[src/rtl/mm_request_scheduler_if.sv]
// Bundle of the cache miss port, the memory request/response port and status
// outputs of mm_request_scheduler. clk/reset are kept outside.
interface mm_request_scheduler_if #(
  parameter int DATA_WIDTH      = 32,
  parameter int ADDR_WIDTH      = 16,
  parameter int NUM_OPS         = 32,
  parameter int MAX_OUTSTANDING = 4
);
  localparam int OPW = $clog2(NUM_OPS);
  localparam int OW  = $clog2(MAX_OUTSTANDING + 1);

  // Handshake: a memory request transfers on every rising edge where
  // mem_req_valid && mem_req_ready; mem_addr/mem_op are held stable while
  // valid is high and ready is low. Miss requests, memory responses and
  // returns are single-cycle strobes without a ready (req_full is the stall).
  logic [ADDR_WIDTH-1:0] mm_req;
  logic [OPW-1:0]        mm_req_op;
  logic                  mm_req_valid;
  logic                  req_full;
  logic [DATA_WIDTH-1:0] mm_ret_data;
  logic [OPW-1:0]        mm_ret_op;
  logic                  mm_ret_valid;
  logic [ADDR_WIDTH-1:0] mem_addr;
  logic [OPW-1:0]        mem_op;
  logic                  mem_req_valid;
  logic                  mem_req_ready;
  logic [DATA_WIDTH-1:0] mem_resp_data;
  logic [OPW-1:0]        mem_resp_op;
  logic                  mem_resp_valid;
  logic [OW-1:0]         outstanding;
  logic                  error;
  logic [1:0]            dbg_state;

  modport slave (
    input  mm_req, mm_req_op, mm_req_valid, mem_req_ready,
           mem_resp_data, mem_resp_op, mem_resp_valid,
    output req_full, mm_ret_data, mm_ret_op, mm_ret_valid,
           mem_addr, mem_op, mem_req_valid, outstanding, error, dbg_state
  );

  modport master (
    output mm_req, mm_req_op, mm_req_valid, mem_req_ready,
           mem_resp_data, mem_resp_op, mem_resp_valid,
    input  req_full, mm_ret_data, mm_ret_op, mm_ret_valid,
           mem_addr, mem_op, mem_req_valid, outstanding, error, dbg_state
  );
endinterface

[src/rtl/mm_request_scheduler.sv]
// In-order miss request FIFO feeding main memory with an in-flight cap, plus a
// one-cycle registered forwarder for (possibly out-of-order) memory responses.
module mm_request_scheduler #(
  parameter int DATA_WIDTH      = 32,
  parameter int ADDR_WIDTH      = 16,
  parameter int NUM_OPS         = 32,
  parameter int REQ_DEPTH       = 4,
  parameter int MAX_OUTSTANDING = 4
) (
  input logic                    clk,
  input logic                    reset,
  mm_request_scheduler_if.slave  bus
);
  localparam int OPW = $clog2(NUM_OPS);
  localparam int OW  = $clog2(MAX_OUTSTANDING + 1);
  localparam int PW  = $clog2(REQ_DEPTH);
  localparam int CW  = $clog2(REQ_DEPTH + 1);
  localparam logic [OW-1:0] MAX_O = OW'(MAX_OUTSTANDING);
  localparam logic [CW-1:0] DEPTH_C = CW'(REQ_DEPTH);

  typedef enum logic [1:0] {
    ST_IDLE     = 2'd0,
    ST_ISSUE    = 2'd1,
    ST_THROTTLE = 2'd2
  } state_t;

  state_t                r_state;
  logic [ADDR_WIDTH-1:0] r_fifo_addr [REQ_DEPTH];
  logic [OPW-1:0]        r_fifo_op   [REQ_DEPTH];
  logic [PW-1:0]         r_wptr;
  logic [PW-1:0]         r_rptr;
  logic [CW-1:0]         r_count;
  logic                  r_full;
  logic [OW-1:0]         r_out;
  logic                  r_error;
  logic                  r_ret_valid;
  logic [DATA_WIDTH-1:0] r_ret_data;
  logic [OPW-1:0]        r_ret_op;

  logic          w_push;
  logic          w_pop;
  logic          w_resp_dec;
  logic          w_err_ovf;
  logic          w_err_spur;
  logic [CW-1:0] w_count_nxt;
  logic [OW-1:0] w_out_nxt;

  // Full is judged on the registered flag, so a pop on the same edge does not
  // rescue an enqueue that the cache was told to stall.
  always_comb begin
    w_push      = bus.mm_req_valid && !r_full;
    w_err_ovf   = bus.mm_req_valid && r_full;
    w_pop       = (r_state == ST_ISSUE) && bus.mem_req_ready;
    w_resp_dec  = bus.mem_resp_valid && (r_out != '0);
    w_err_spur  = bus.mem_resp_valid && (r_out == '0);
    w_count_nxt = r_count + CW'(w_push) - CW'(w_pop);
    w_out_nxt   = r_out + OW'(w_pop) - OW'(w_resp_dec);
  end

  always_ff @(posedge clk or posedge reset) begin
    if (reset) begin
      r_state     <= ST_IDLE;
      r_wptr      <= '0;
      r_rptr      <= '0;
      r_count     <= '0;
      r_full      <= 1'b0;
      r_out       <= '0;
      r_error     <= 1'b0;
      r_ret_valid <= 1'b0;
      r_ret_data  <= '0;
      r_ret_op    <= '0;
      for (int i = 0; i < REQ_DEPTH; i++) begin
        r_fifo_addr[i] <= '0;
        r_fifo_op[i]   <= '0;
      end
    end else begin
      if (w_push) begin
        r_fifo_addr[r_wptr] <= bus.mm_req;
        r_fifo_op[r_wptr]   <= bus.mm_req_op;
        r_wptr              <= r_wptr + PW'(1);
      end
      if (w_pop) begin
        r_rptr <= r_rptr + PW'(1);
      end
      r_count <= w_count_nxt;
      r_full  <= (w_count_nxt == DEPTH_C);
      r_out   <= w_out_nxt;
      r_error <= r_error | w_err_ovf | w_err_spur;

      r_ret_valid <= bus.mem_resp_valid;
      if (bus.mem_resp_valid) begin
        r_ret_data <= bus.mem_resp_data;
        r_ret_op   <= bus.mem_resp_op;
      end

      // Next state is chosen from post-edge occupancy and in-flight count so
      // that ISSUE can hold for back-to-back transfers at one per cycle.
      if (w_count_nxt == '0) begin
        r_state <= ST_IDLE;
      end else if (w_out_nxt < MAX_O) begin
        r_state <= ST_ISSUE;
      end else begin
        r_state <= ST_THROTTLE;
      end
    end
  end

  assign bus.mem_req_valid = (r_state == ST_ISSUE);
  assign bus.mem_addr      = r_fifo_addr[r_rptr];
  assign bus.mem_op        = r_fifo_op[r_rptr];
  assign bus.req_full      = r_full;
  assign bus.outstanding   = r_out;
  assign bus.error         = r_error;
  assign bus.mm_ret_valid  = r_ret_valid;
  assign bus.mm_ret_data   = r_ret_data;
  assign bus.mm_ret_op     = r_ret_op;
  assign bus.dbg_state     = r_state;
endmodule
[src/flat_wrapper.sv]
// flat-port wrapper written by rule: the top's interface ports become plain ports
module mm_request_scheduler_flat 
#(
  parameter int DATA_WIDTH      = 32,
  parameter int ADDR_WIDTH      = 16,
  parameter int NUM_OPS         = 32,
  parameter int REQ_DEPTH       = 4,
  parameter int MAX_OUTSTANDING = 4
)
  (clk, reset, bus_mm_req, bus_mm_req_op, bus_mm_req_valid, bus_mem_req_ready, bus_mem_resp_data, bus_mem_resp_op, bus_mem_resp_valid, bus_req_full, bus_mm_ret_data, bus_mm_ret_op, bus_mm_ret_valid, bus_mem_addr, bus_mem_op, bus_mem_req_valid, bus_outstanding, bus_error, bus_dbg_state);
  mm_request_scheduler_if #(.DATA_WIDTH(DATA_WIDTH), .ADDR_WIDTH(ADDR_WIDTH), .NUM_OPS(NUM_OPS), .MAX_OUTSTANDING(MAX_OUTSTANDING)) bus_i ();
  input logic clk;
  input logic reset;
  input wire logic [$bits(bus_i.mm_req)-1:0] bus_mm_req;
  input wire logic [$bits(bus_i.mm_req_op)-1:0] bus_mm_req_op;
  input wire logic [$bits(bus_i.mm_req_valid)-1:0] bus_mm_req_valid;
  input wire logic [$bits(bus_i.mem_req_ready)-1:0] bus_mem_req_ready;
  input wire logic [$bits(bus_i.mem_resp_data)-1:0] bus_mem_resp_data;
  input wire logic [$bits(bus_i.mem_resp_op)-1:0] bus_mem_resp_op;
  input wire logic [$bits(bus_i.mem_resp_valid)-1:0] bus_mem_resp_valid;
  output wire logic [$bits(bus_i.req_full)-1:0] bus_req_full;
  output wire logic [$bits(bus_i.mm_ret_data)-1:0] bus_mm_ret_data;
  output wire logic [$bits(bus_i.mm_ret_op)-1:0] bus_mm_ret_op;
  output wire logic [$bits(bus_i.mm_ret_valid)-1:0] bus_mm_ret_valid;
  output wire logic [$bits(bus_i.mem_addr)-1:0] bus_mem_addr;
  output wire logic [$bits(bus_i.mem_op)-1:0] bus_mem_op;
  output wire logic [$bits(bus_i.mem_req_valid)-1:0] bus_mem_req_valid;
  output wire logic [$bits(bus_i.outstanding)-1:0] bus_outstanding;
  output wire logic [$bits(bus_i.error)-1:0] bus_error;
  output wire logic [$bits(bus_i.dbg_state)-1:0] bus_dbg_state;
  assign bus_i.mm_req = bus_mm_req;
  assign bus_i.mm_req_op = bus_mm_req_op;
  assign bus_i.mm_req_valid = bus_mm_req_valid;
  assign bus_i.mem_req_ready = bus_mem_req_ready;
  assign bus_i.mem_resp_data = bus_mem_resp_data;
  assign bus_i.mem_resp_op = bus_mem_resp_op;
  assign bus_i.mem_resp_valid = bus_mem_resp_valid;
  assign bus_req_full = bus_i.req_full;
  assign bus_mm_ret_data = bus_i.mm_ret_data;
  assign bus_mm_ret_op = bus_i.mm_ret_op;
  assign bus_mm_ret_valid = bus_i.mm_ret_valid;
  assign bus_mem_addr = bus_i.mem_addr;
  assign bus_mem_op = bus_i.mem_op;
  assign bus_mem_req_valid = bus_i.mem_req_valid;
  assign bus_outstanding = bus_i.outstanding;
  assign bus_error = bus_i.error;
  assign bus_dbg_state = bus_i.dbg_state;
  mm_request_scheduler #(.DATA_WIDTH(DATA_WIDTH), .ADDR_WIDTH(ADDR_WIDTH), .NUM_OPS(NUM_OPS), .REQ_DEPTH(REQ_DEPTH), .MAX_OUTSTANDING(MAX_OUTSTANDING)) u_core (.clk(clk), .reset(reset), .bus(bus_i));
endmodule
[config.mk]
export PLATFORM = sky130hd
export DESIGN_NAME = mm_request_scheduler_flat
export DESIGN_NICKNAME = d
export VERILOG_FILES = /design/src/rtl/mm_request_scheduler_if.sv /design/src/rtl/mm_request_scheduler.sv /design/src/flat_wrapper.sv
export SDC_FILE = /design/constraint.sdc
export NUM_CORES = 1
export LEC_CHECK = 0
export CAP_MARGIN = 20
export CORE_MARGIN = 8
export CORE_UTILIZATION = 54
export DETAILED_ROUTE_END_ITERATION = 10
export PLACE_DENSITY = 0.85
export REMOVE_ABC_BUFFERS = 1
export SLEW_MARGIN = 20
export SYNTH_ARGS = -nofsm -noshare
export SYNTH_HDL_FRONTEND = slang
export SYNTH_SLANG_ARGS = --single-unit
[constraint.sdc]
create_clock -name clk -period 8.75 [get_ports clk]
set_input_delay 1.75 -clock clk [delete_from_list [all_inputs] [get_ports clk]]
set_output_delay 1.75 -clock clk [all_outputs]
set_load 0.01 [all_outputs]
==> reports/qor.yml, run 1 <==
drive_above_1_share_pct: 37.22
hold_viol: 0
synth_area_um2: 5746
fin_ws_ns: 4.361
crit_required_ns: 7.00
ant_nets: 0
die_x_um: 119.2
ys_seq_elements: 136
tns_ns: 0
path_depth: 3
period_share_pct: 50.15
fmax_ghz: 0.2279
swShare_pct: 28.66
yosys.area.top_type: "dfrtp_1"
drt-total-wl_um: 12810
ir_drop_uv: 173.7
path_buf_inv: 2
power_density_nw_per_um2: 366.9
synth_area_per_cell_um2: 17.00
n_antenna_cell: 0
power_frac_comb_pct: 38.2
p_total_uw: 2841
cts_tree: "yes"
clockPowerShare_pct: 25.2
crit_type: "reg2out"
post_drt_wl_per_cell_um: 20.49
floorplan.initialDensity_pct: 55.65
hold_depth: 1
grtUsageTotal_pct: 19.16
synth_top_area_share_pct: 59.23
core_area_um2: 10320
dp_cells: 594
drtIter0Drc: 196
antenna_found_initial: 0
finalCriticalPeriod_ns: 4.389
io_pins: 130
chipHeight_um: 119.2
pre_cts_ws_ns: 4.429
grt_pass1_vias: 3993
yosysSeqAreaShare_pct: 59.23
start_kind: "flop"
grt_overflow: 0
ys_warn_count: 0
hp-class: "reg2reg"
cp_cell_sequence: "buf_4 -> mux4_2 -> clkdlybuf4s50_1"
cts.sinks: 136
fin_skew_ns: 0.006480
outcome: "finished, final reports clean"
static-leakage-power_uw: 0.003280
synth.area.top_cells: "dfrtp_1 (59%), mux2_2 (24%), mux4_2 (8.2%)"
drc: 0
htree_levels: 4
die_area_um2: 14200
numCtsBuffers: 17
grt_max_degree: 86
arrival_ns: 2.64
dr.pass1.iters: 4
rows: 37
syn_to_final_growth_pct: 34.78
vias: 3379
gp_congestion: 0.6882
postCtsResizedCells: 0
power_frac_seq_pct: 36.6
max_stage_delay_ns: 0.65
switchingPower_uw: 814.4
dp_hpwl_um: 8830
via_per_inst: 5.406
end_kind: "output pin"
clkTransAtPathRegs_ns: 0.06
slew_headroom_pct: 49.63
drv_slew: 0
cts_setup_buffers: 0
ctsHoldBuffers: 0
p_int_uw: 2027
synthCells: 338
clock_latency_ns: 0.50
clk_path_buf_depth: 2
crit_family: "buffers and inverters"
numPortBuffers: 129
grt_pass1_wl_um: 21470
ys_types: 22
critPathSlowestCell: "dfrtp_1"
drv_cap: 0
utilization_pct: 75.01
nets: 549
instances_no_fill: 625
rsz0062_at_grt: "false"
fillCellCount: 624
r2r_cells: 7
tightest_slew_ns: 0.7556
final_cell_mix: "dfrtp_1 (136), clkdlybuf4s50_1 (129), mux2_2 (122)"
worst-path-max-fanout: 16
final_common_cell: "dfrtp_1"
root_buffer: "clkbuf_8"
finalSetupViolations: 0
worst register-to-register path: stages (launching register included):
cell	delay [ns]
dfrtp_1	0.44
nor3_1	0.29
nor2b_1	0.09
ha_1	0.31
or2_2	0.31
fa_1	0.38
xor3_1	0.25
a21boi_0	0.20
state kept, by name (all words and copies together), names as in the netlist:
signal / cells
u_core.r_wptr: 2
u_core.r_fifo_op: 20
u_core.bus.error: 1
u_core.bus.req_full: 1
u_core.bus.dbg_state: 2
u_core.bus.outstanding: 3
u_core.r_fifo_addr: 64
u_core.bus.mm_ret_op: 5
u_core.bus.mm_ret_data: 32
u_core.r_rptr: 2
u_core.r_count: 3
u_core.bus.mm_ret_valid: 1
cell usage after synthesis:
| master | n |
|---|---|
| a21boi_0 | 1 |
| a221o_1 | 1 |
| xor3_1 | 2 |
| nor2b_1 | 2 |
| mux4_2 | 21 |
| nand4b_1 | 1 |
| xor2_1 | 1 |
| ha_1 | 7 |
| inv_1 | 11 |
| dfrtp_1 | 136 |
| and2b_1 | 1 |
| buf_4 | 10 |
| xnor2_1 | 3 |
| buf_6 | 4 |
| or2_2 | 1 |
| buf_2 | 3 |
| a21oi_1 | 1 |
| nor3_1 | 2 |
| mux2_2 | 122 |
| nand3b_1 | 5 |
| nor2_1 | 1 |
| fa_1 | 2 |
per-layer routing:
layer | vias to the layer above | GRT usage (%) | part of all wire (%)
met4 | 0 | 5.296 | 0.89
met1 | 1734 | 21.37 | 39
met2 | 124 | 30.73 | 48
met3 | 11 | 11.10 | 12
li1 | 1510 | - | -
met5 | - | 0 | 0
kinds of logic (layout without fill, tap and decap cells):
group           after synthesis  count (layout)  share of synthesized area, %
buf+inv                      28             179                         3.070
compound gates                3               3                        0.3920
mux                         143             143                         32.14
flops                       136             136                         59.23
simple gates                 13              13                         1.503
fa+ha+maj                     9               9                         2.221
xor+xnor                      6               6                         1.437
metrics by stage:
step | instance area (µm²) | hold slack (ns)
after CTS | 7740 | 0.4919
final | 7744 | 0.4939
after floorplan | 5610 | 0.4740
after global placement | 7127 | 0.4750
after detailed placement | 7142 | 0.4674
after global routing | 7744 | 0.5087
worst paths after layout:
path / from / endpoint / slack [ns]
max: u_core.r_rptr[0] / bus_mem_addr[11] / 4.36
min: u_core.bus.error / u_core.bus.error / 0.49
max reg2reg: u_core.bus.outstanding[1] / u_core.bus.dbg_state[1] / 6.40
min reg2reg: u_core.bus.error / u_core.bus.error / 0.49
max in group asynchronous: reset / u_core.r_fifo_addr[12] / 5.85
min in group asynchronous: reset / u_core.bus.mm_ret_data[13] / 1.70
area by class of cell:
class	count	area (µm²)	share of cell area, %
sequential	136	3403	43.95
multi-input combinational	174	2166	27.97
timing repair buffer	137	1363	17.60
clock buffer	19	421.7	5.445
clock inverter	12	176.4	2.278
tap	136	170.2	2.197
inverter	11	43.79	0.5655
power groups by stage:
| stage | Clock (µW) | Combinational, µW | Sequential (µW) |
|---|---|---|---|
| 2_1_floorplan | 0 | 626 | 1030 |
| 3_3_place_gp | 0 | 1040 | 1030 |
| 3_5_place_dp | 0 | 1090 | 1040 |
| 4_1_cts | 730 | 1110 | 1040 |
| 5_1_grt | 757 | 1170 | 1070 |
| 6_report | 716 | 1090 | 1040 |
Note: power is estimated with default switching activity, not from simulation.
==> run 2, diff against run 1 <==
- CORE_UTILIZATION: 54 -> 50
- PLACE_DENSITY: 0.85 -> 0.8
- clock period: 8.75 -> 4.1 ns (I/O delays scaled with it)
==> reports/qor.yml, run 2 (synthesized netlist as in run 1, its figures left out) <==
highest_layer: "met4"
finalCriticalPeriod_ns: 3.150
reg2reg_from: "u_core.bus.outstanding[1]"
htree_levels: 4
numCtsBuffers: 17
rsz0062_at_grt: "false"
static-leakage-power_uw: 0.003303
power_density_nw_per_um2: 776.5
largest_reg_flops: 64
tightest_slew_ns: 0.7533
dr.pass1.iters: 4
grt_pass1_vias: 3946
clock_latency_ns: 0.42
min_to: "u_core.bus.error"
drtIter0Drc: 190
period_share_pct: 76.83
vias: 3404
grt_max_degree: 62
syn_to_final_growth_pct: 35.17
wl_met1_um: 5102
drv_slew: 0
end_kind: "output pin"
outcome: "finished, final reports clean"
arrival_ns: 2.33
fmax_ghz: 0.3175
hold_viol: 0
floorplan.initialDensity_pct: 50.75
postCtsResizedCells: 0
clockPowerShare_pct: 25.3
clkTransAtPathRegs_ns: 0.06
die_area_um2: 15180
p_total_uw: 6031
drc: 0
drv_cap: 0
ctsHoldBuffers: 0
rows: 39
finalSetupViolations: 0
final_common_cell: "dfrtp_1"
r2r-end: "u_core.bus.dbg_state[1]"
crit_type: "reg2out"
power_frac_comb_pct: 38.6
fin_skew_ns: 0.003549
nets: 552
grtUsageTotal_pct: 18.45
drive_above_1_share_pct: 38.01
grt_pass1_wl_um: 21000
ant_nets: 0
crit_required_ns: 3.28
cts.sinks: 136
met3_length_um: 1643
clk_path_buf_depth: 2
ir_drop_uv: 528.9
cts_tree: "yes"
hold_start: "u_core.bus.error"
n_antenna_cell: 0
hold_depth: 1
io_pins: 130
final_cell_mix: "dfrtp_1 (136), clkdlybuf4s50_1 (129), mux2_2 (122)"
slew_headroom_pct: 49.78
root_buffer: "clkbuf_16"
switchingPower_uw: 1708
placed_cell_area_um2: 7166
r2r_slack_ns: 1.77
start_kind: "flop"
dp_hpwl_um: 8984
gp_congestion: 0.7274
hp-class: "reg2reg"
numPortBuffers: 129
drt-total-wl_um: 13020
core_area_um2: 11320
p_int_uw: 4322
chipHeight_um: 123.2
post_drt_wl_per_cell_um: 20.50
fin_area_um2: 7766
worst-path-max-fanout: 20
die_x_um: 123.2
antenna_found_initial: 0
r2r_cells: 7
cts_setup_buffers: 0
swShare_pct: 28.33
grt_overflow: 0
via_per_inst: 5.361
regMostFlops: "u_core.r_fifo_addr"
power_frac_seq_pct: 36.1
wl_met2_um: 6128
[run 2: layer usage]
| metal | GRT usage, % | vias to the layer above |
|---|---|---|
| li1 | - | 1507 |
| met4 | 6.546 | 0 |
| met5 | 0 | - |
| met2 | 28.19 | 122 |
| met1 | 20.76 | 1760 |
| met3 | 11.51 | 15 |
[run 2: worst max-delay path: stages, from the launching register on]
cell	delay (ns)
dfrtp_1	0.42
buf_4	0.40
mux4_2	0.58
clkdlybuf4s50_1	0.50
[run 2: layout make-up]
class | instances | area [µm²]
multi-input cells | 174 | 2166
repair buffers | 140 | 1374
flip-flops and latches | 136 | 3403
well taps | 143 | 178.9
inverters | 11 | 43.79
clock inverters | 8 | 92.59
clock buffers | 23 | 508.0
fillers | 784 | 3555
[run 2: how the worst max path moves through the flow]
stage | from | endpoint | depth (start not counted)
after floorplan | reset | u_core.bus.dbg_state[0] | 1
after global placement | bus_mem_resp_valid | u_core.bus.dbg_state[1] | 7
after detailed placement | bus_mem_req_ready | u_core.bus.req_full | 9
after CTS | u_core.r_rptr[0] | bus_mem_addr[4] | 3
after global routing | u_core.r_rptr[0] | bus_mem_addr[4] | 3
final | u_core.r_rptr[0] | bus_mem_addr[4] | 3
[run 2: through the flow]
stage / cells / setup slack (ns) / hold WS (ns) / TNS, ns / utilization [%]
after floorplan: 321 / -0.3595 / 0.4740 / -48.89 / -
after global placement: 604 / 1.258 / 0.4693 / 0 / 63.30
after detailed placement: 604 / 1.185 / 0.4720 / 0 / 63.30
after CTS: 635 / 0.9073 / 0.4950 / 0 / 68.60
after global routing: 635 / 0.8215 / 0.5118 / 0 / 68.60
final: 635 / 0.9499 / 0.4910 / 0 / 68.60
[run 2: power by group through the flow]
stage | registers [µW] | clock network [µW] | logic, µW
final | 2180 | 1520 | 2330
after detailed placement | 2190 | 0 | 2360
after global routing | 2240 | 1610 | 2520
after CTS | 2180 | 1560 | 2380
after global placement | 2150 | 0 | 2290
after floorplan | 2190 | 0 | 1340
